<file path="config.mk">
export PLATFORM = sky130hd
export DESIGN_NAME = fmul_share_arbiter
export DESIGN_NICKNAME = d
export VERILOG_FILES = /design/src/rtl/fmul_share_arbiter.sv
export SDC_FILE = /design/constraint.sdc
export NUM_CORES = 1
export LEC_CHECK = 0
export BUFFER_PORTS_ARGS = -buffer_cell sky130_fd_sc_hd__buf_2
export CAP_MARGIN = 15
export CORE_AREA = 2 2 156 158
export DETAILED_ROUTE_END_ITERATION = 6
export DIE_AREA = 0 0 158 160
export GPL_TIMING_DRIVEN = 1
export PLACE_DENSITY = 0.64
export SKIP_CTS_REPAIR_TIMING = 1
export SLEW_MARGIN = 15
export SYNTH_ARGS = -nofsm -noshare
export SYNTH_HDL_FRONTEND = slang
export SYNTH_SLANG_ARGS = --single-unit
</file>
<file path="constraint.sdc">
create_clock -name clk -period 2.76 [get_ports clk]
set_clock_uncertainty 0.2 [all_clocks]
set_input_delay 0.552 -clock clk [delete_from_list [all_inputs] [get_ports clk]]
set_output_delay 0.552 -clock clk [all_outputs]
set_load 0.005 [all_outputs]
</file>
<file path="src/rtl/fmul_share_arbiter.sv">
// Round-robin front end sharing one fixed-latency FP32 multiplier between N_REQ requesters.
// Tags every issued op and returns the product with its requester ID; a refused response freezes the pipe.
module fmul_share_arbiter #(
    parameter int N_REQ = 4,
    parameter int LAT   = 3,
    parameter int DW    = 32,
    parameter int IDW   = $clog2(N_REQ)
) (
    input  logic                      clk,
    input  logic                      reset,
    input  logic [N_REQ-1:0]          req_valid,
    input  logic [N_REQ*DW-1:0]       req_a,
    input  logic [N_REQ*DW-1:0]       req_b,
    output logic [N_REQ-1:0]          req_ready,
    output logic                      mul_clken,
    output logic [DW-1:0]             mul_a,
    output logic [DW-1:0]             mul_b,
    input  logic [DW-1:0]             mul_result,
    output logic                      rsp_valid,
    output logic [IDW-1:0]            rsp_id,
    output logic [DW-1:0]             rsp_data,
    input  logic                      rsp_ready,
    output logic                      busy,
    output logic [$clog2(LAT+3)-1:0]  inflight
);

    localparam int IFW = $clog2(LAT+3);

    logic [IDW-1:0] ptr_q, ptr_d;
    logic [DW-1:0]  mul_a_q, mul_b_q;
    logic           tag_v_q  [LAT+1];
    logic [IDW-1:0] tag_id_q [LAT+1];
    logic [IFW-1:0] inflight_q, inflight_d;

    logic           adv;
    logic           gnt_any;
    logic [IDW-1:0] gnt_id;
    logic [N_REQ-1:0] grant_oh;
    logic           rsp_hs;

    assign rsp_valid = tag_v_q[LAT];
    assign rsp_id    = tag_id_q[LAT];
    assign rsp_data  = mul_result;
    assign adv       = !(rsp_valid && !rsp_ready);
    assign mul_clken = adv;
    assign mul_a     = mul_a_q;
    assign mul_b     = mul_b_q;
    assign rsp_hs    = rsp_valid && rsp_ready;
    assign busy      = (inflight_q != '0);
    assign inflight  = inflight_q;
    assign req_ready = grant_oh;

    // Scan starts at ptr and wraps; grant is also suppressed while reset is held.
    always_comb begin
        int unsigned idx;
        idx      = 0;
        gnt_any  = 1'b0;
        gnt_id   = '0;
        grant_oh = '0;
        for (int unsigned k = 0; k < N_REQ; k++) begin
            idx = (32'(ptr_q) + k) % N_REQ;
            if (!gnt_any && req_valid[IDW'(idx)]) begin
                gnt_any = 1'b1;
                gnt_id  = IDW'(idx);
            end
        end
        if (!adv || !reset) begin
            gnt_any = 1'b0;
            gnt_id  = '0;
        end
        if (gnt_any) grant_oh[gnt_id] = 1'b1;
    end

    always_comb begin
        ptr_d = ptr_q;
        if (gnt_any) ptr_d = (gnt_id == IDW'(N_REQ-1)) ? '0 : gnt_id + IDW'(1);
    end

    always_comb begin
        inflight_d = inflight_q;
        if (gnt_any && !rsp_hs)      inflight_d = inflight_q + IFW'(1);
        else if (!gnt_any && rsp_hs) inflight_d = inflight_q - IFW'(1);
    end

    always_ff @(posedge clk or negedge reset) begin
        if (!reset) begin
            ptr_q      <= '0;
            mul_a_q    <= '0;
            mul_b_q    <= '0;
            inflight_q <= '0;
            for (int unsigned k = 0; k <= LAT; k++) begin
                tag_v_q[k]  <= 1'b0;
                tag_id_q[k] <= '0;
            end
        end else begin
            inflight_q <= inflight_d;
            if (adv) begin
                ptr_q       <= ptr_d;
                tag_v_q[0]  <= gnt_any;
                tag_id_q[0] <= gnt_id;
                for (int unsigned k = 1; k <= LAT; k++) begin
                    tag_v_q[k]  <= tag_v_q[k-1];
                    tag_id_q[k] <= tag_id_q[k-1];
                end
                if (gnt_any) begin
                    mul_a_q <= req_a[32'(gnt_id)*DW +: DW];
                    mul_b_q <= req_b[32'(gnt_id)*DW +: DW];
                end
            end
        end
    end

endmodule

</file>
After elaboration in Yosys (flattened, before gate mapping) --
Index checks and enable logic that the tools add are counted. Widths: inputs -> output; s select.
Word-level totals: bits in registers 81, bits of input ports 295, output and inout port bits 108, logic and storage cells 72
Cells by class: add/sub/neg operators 6, $lt $le $gt $ge 6, equal/unequal tests 1, shifts and indexed selects 2, multiplexer cells 24, bitwise operators 1, reduce and logical (&&, ||, !) cells 20
Operator list (number):
- $shiftx 128x8->32 | 2
- $lt 2x3->1 const B | 5
- $mux 2 | 6
- $mux 1 | 10
- $bmux 1 s2 | 4
- $logic_and 1x1->1 | 8
- $logic_not 1->1 | 8
- $mux 3 | 2
- $add 2x1->2 const B | 2
- $add 2x2->2 const B | 2
- $mux 4 | 1
- $add 3x1->3 const B | 1
- $reduce_bool 3->1 | 1
- $sub 3x1->3 const B | 1
- $demux 1 s2 | 1
- $eq 2x2->1 const B | 1
- $ge 2x1->1 const B | 1
- $reduce_and 2->1 | 1
- $reduce_bool 2->1 | 1
- $logic_or 1x1->1 | 1
- $not 1->1 | 1

Longest topological paths before layout --
word-level depth 18, gate-level depth with buffers 10, depth with buffers taken out 10

Least setup slack after synthesis --
OpenSTA, ideal clock, no wires.
path kind input to output, start point in req_valid[2], end point out req_ready[3], data arrival time 1.817 ns, slack 0.191 ns, cell stages on the path 7, cells stage by stage nor2b_1 > a311oi_2 > nor3_2 > buf_2 > buf_2 > ha_1 > and2_1
Between the ends: cells in the longest elaborated chain, start to end 18
RTL lines:
- start, declared | RTL line 11 | input logic [N_REQ-1:0] req_valid,
- $bmux 1 s2 | RTL line 62 | if (!gnt_any && req_valid[IDW'(idx)]) begin
- $mux 1 (not written as such) | RTL line 62
- $mux 1 | RTL line 62
- $logic_not 1->1 | RTL line 62
- $logic_and 1x1->1 | RTL line 62
- $mux 1 | RTL line 62
- $logic_not 1->1 | RTL line 62
- $logic_and 1x1->1 | RTL line 62
- [3 not listed]
- $mux 2 * | RTL line 62
- $mux 2 * | RTL line 67 | if (!adv || !reset) begin
- via gnt_id[1] | RTL line 37 | logic [IDW-1:0] gnt_id;
- $lt 2x3->1 (not written as such) or $ge 2x1->1 (tied branches) | RTL line 71 | if (gnt_any) grant_oh[gnt_id] = 1'b1;
- $logic_and 1x1->1 (not written as such) | RTL line 71
- $mux 1 (not written as such) | RTL line 71
- $demux 1 s2 * | RTL line 71
- $mux 4 * | RTL line 71
- end, declared | RTL line 14 | output logic [N_REQ-1:0] req_ready,
The timed path passes the listed nets; every way through them passes the cells marked *. The select of a mux whose other input is x is not followed.

Worst setup path in the final report --
start point reg ptr_q[1], end point out req_ready[3]
Between the ends: cells in the longest elaborated chain, start to end 18
RTL lines:
- start, declared | RTL line 29 | logic [IDW-1:0] ptr_q, ptr_d;
- start signal, assigned | RTL line 98 | ptr_q <= ptr_d;
- parallel branches: the longest is 17 deep, another holds $add 2x1->2
- $mux 4 * | RTL line 71
Every way passes the cells marked *. The select of a mux whose other input is x is not followed.

==> flow_summary.yaml <==
status:
  outcome: "complete, no violations"
timing:
  timing.final.hold_violations: 0
  final_period_minus_worst_setup_slack_ps: 2740
  drv_slew: 0
  rsz0062_at_grt: "true"
  final-setup-viol-count: 0
  timing.fmax_ghz: 0.365
  layout_worst_path_cycle_share: 0.992
  finalHoldWorstSlack_ps: 101
  tightestPinTransition_ps: 804
  relSlewSlack: 0.464
logic_synthesis:
  combinational_family_with_the_most_area_after_synthesis: "compound AO/OA/AOI/OAI gates"
  synth_enable_flop_cells: 0
  synth_nets: 997
  yosys_warnings: 0
  yosys-mux-area-fraction: 0.116
  post_synth_simple_gate_area: 0.113
  synth-main-ff-cell: "sky130_fd_sc_hd__dfrtp_1"
  synthDistinctLibCells: 36
  synth.ff_latch_count: 81
  synth.yosys.seq_area_share: 0.316
  postSynth.asyncResetShare: 1.00
  synth_area_in_xor_xnor: 0.00410
  avgSynthCellArea_um2: 9.22
  share_of_the_synthesized_area_in_compound_gates_ao_oa_aoi_oai: 0.331
  netlist_area_um2: 6410
  syn_inst: 696
  synth-adder-area-share: 0.0129
power:
  reported_leakage_power_nw: 4.18
  power_switching_share: 0.403
  cell_internal_pwr_mw: 4.22
  largest_vdd_supply_drop_mv: 0.396
  seq_power_share: 0.315
  power.switching_mw: 2.85
  clock_share_of_power: 0.174
  power_mw: 7.06
  power.density_cell_area_nw_per_um2: 828
  comb_power_share: 0.511
die:
  floorplan.core_area_um2: 23800
  dieWidth_um: 158
  die_height_um: 160
  num_io_pins: 403
  std_cell_rows: 57
  die_area_um2: 25300
  initial_utilization: 0.269
layout:
  layout.filler_cells: 2487
  area_of_the_multi_input_gates_um2: 3770
  drive_above_1_share: 0.531
  num_antenna_cells: 0
  area_delta_synth_final_pct: 32.9
  nNetsFinal: 1282
  ff_latch_area_um2: 2030
setup_path:
  rr_worst_depth: 7
  worst-endpoint-required_ps: 2010
  cp_cell_sequence: "mux2_4 -> o221ai_4 -> or2_4 -> inv_6 -> ha_4 -> and2_4 -> buf_6"
  worstSetupPathDepth: 7
  cpLargestDelayFamily: "flip-flops"
  cp_data_arrival_time_ps: 1990
  setup.worst_path.end_class: "output port"
  crit_path_top_delay_cell: "sky130_fd_sc_hd__dfrtp_2"
  cp_slowest_stage_delay_ps: 450
  worstSetupPathType: "flop to output port"
  crit_buf_inv: 2
  worstSetupStartpointType: "flop"
  crit_path_max_fanout: 5
route:
  avgViaCountPerCell: 4.88
  dr_pass1_iterations: 4
  route.antenna.remaining_nets: 0
  via_count: 6390
  average_wire_per_cell_in_the_routed_design_um: 15.5
  detail_route.iter0.violations: 280
  wirelength_routed_mm: 20.3
  drcViolationCount: 0
hold_path:
  hold_class: "input port to async pin"
grt:
  via_count_of_the_first_global_routing_pass: 6221
  antenna_violations_before_repair: 0
  globalRouteTotalUtil: 0.152
  grt-ovfl-total: 0
  maximum_number_of_pins_on_one_net_before_global_route_repair: 129
  grt_pass1_wl_mm: 30.7
clock_network:
  cts-htree-levels: 3
  clock-root-buffer: "sky130_fd_sc_hd__clkbuf_16"
  insertion_delay_ps: 350
  cts_sinks: 81
  cts.clk_slew.worst_paths_ps: 80
  cts_tree: "built"
  cts-root-to-sink-buffers: 2
  cts_inserted_buffers: 9
placement:
  dp.final_hpwl_mm: 14.9
  global_placement_routability_congestion: 0.813
  io_buffers: 338
flow_run:
  max_cap_viols: 0
[Yosys cell counts (2+ instances only)]
master	count	share of area
sky130_fd_sc_hd__buf_6	8	0.014
sky130_fd_sc_hd__nand2b_1	2	0.0020
sky130_fd_sc_hd__and2_1	4	0.0039
sky130_fd_sc_hd__nor2b_1	2	0.0020
sky130_fd_sc_hd__inv_1	3	0.0018
sky130_fd_sc_hd__buf_8	6	0.014
sky130_fd_sc_hd__mux2_2	65	0.11
sky130_fd_sc_hd__a21oi_1	129	0.10
sky130_fd_sc_hd__a2bb2oi_1	4	0.0055
sky130_fd_sc_hd__buf_4	41	0.048
sky130_fd_sc_hd__inv_2	3	0.0018
sky130_fd_sc_hd__a2bb2oi_2	60	0.14
sky130_fd_sc_hd__nand2_1	101	0.059
sky130_fd_sc_hd__xor2_1	2	0.0027
sky130_fd_sc_hd__buf_2	19	0.015
sky130_fd_sc_hd__nor2_1	65	0.038
sky130_fd_sc_hd__ha_1	5	0.0098
sky130_fd_sc_hd__clkbuf_4	3	0.0035
sky130_fd_sc_hd__dfrtp_1	81	0.32
sky130_fd_sc_hd__a22oi_1	64	0.075
sky130_fd_sc_hd__clkbuf_1	14	0.0082
[worst paths after layout]
| kind | start | endpoint | slack [ps] |
|---|---|---|---|
| setup / recovery | ptr_q[1] | req_ready[3] | 20 |
| hold / removal | reset | inflight[2] | 100 |
| setup reg to reg | ptr_q[1] | mul_b[21] | 110 |
| hold reg to reg | tag_v_q[1] | rsp_valid | 260 |
| max in group asynchronous | reset | mul_b[18] | 1300 |
| min in group clk | tag_v_q[1] | rsp_valid | 260 |
[flip-flops by register name (all words and copies together), names as in the netlist]
register / flops
tag_id_q: 6
mul_a: 32
mul_b: 32
inflight: 3
rsp_valid: 1
tag_v_q: 3
rsp_id: 2
ptr_q: 2
[cell type report]
class	count	share of cell area
multi-input combinational	517	0.442
tap	324	0.0475
sequential	81	0.238
clock buffer	9	0.0264
inverter	7	0.00367
clock inverter	7	0.00792
timing repair buffer	365	0.235
[layout by cell type (no fill, tap or decap), types with 2 or more instances in the layout]
cell                        synthesis  final
sky130_fd_sc_hd__buf_2             19    335
sky130_fd_sc_hd__a21oi_1          129    128
sky130_fd_sc_hd__nand2_1          101    100
sky130_fd_sc_hd__dfrtp_1           81     80
sky130_fd_sc_hd__mux2_2            65     65
sky130_fd_sc_hd__nor2_1            65     65
sky130_fd_sc_hd__a22oi_1           64     64
sky130_fd_sc_hd__a2bb2oi_2         60     60
sky130_fd_sc_hd__buf_4             41     20
sky130_fd_sc_hd__clkbuf_16          0      9
sky130_fd_sc_hd__buf_12             0      7
sky130_fd_sc_hd__inv_6              0      4
sky130_fd_sc_hd__a2bb2oi_1          4      4
sky130_fd_sc_hd__inv_1              3      3
sky130_fd_sc_hd__inv_2              3      3
sky130_fd_sc_hd__ha_1               5      3
sky130_fd_sc_hd__inv_8              0      3
sky130_fd_sc_hd__nor2b_1            2      2
sky130_fd_sc_hd__nand2b_1           2      2
sky130_fd_sc_hd__and2_1             4      2
sky130_fd_sc_hd__and2_4             0      2
sky130_fd_sc_hd__xor2_1             2      2
sky130_fd_sc_hd__ha_4               0      2
sky130_fd_sc_hd__buf_6              8      2
[stage by stage]
step	std cells	TNS [ps]	setup slack (ps)	area, um2	util
floorplan	696	0	191	6410	-
global placement	1287	0	94.8	8120	0.341
detailed placement	1287	0	55.3	8120	0.341
CTS	1303	-189	-114	8410	0.353
global route	1310	-66.3	-30.1	8530	0.358
finish	1310	0	22.6	8530	0.358
[cells by family after synthesis]
group | after synthesis
mux | 66
fa+ha+maj | 6
buf+inv | 98
flops | 81
simple gates | 180
compound gates | 262
xor+xnor | 3
[power by group through the flow]
stage	logic (mW)	clock network [mW]	registers, mW
2_1_floorplan	2.50	0	2.20
3_3_place_gp	3.52	0	2.23
3_5_place_dp	3.57	0	2.24
4_1_cts	3.58	1.30	2.22
5_1_grt	3.97	1.34	2.30
6_report	3.61	1.23	2.23
[per-layer routing]
metal	vias up	track usage	wire, um
met5	-	0	0
met4	0	0.0446	378
met3	26	0.0345	1390
met2	261	0.272	10100
met1	3038	0.180	8440
li1	3065	-	-
No activity file was read; power rests on OpenSTA's default activity.
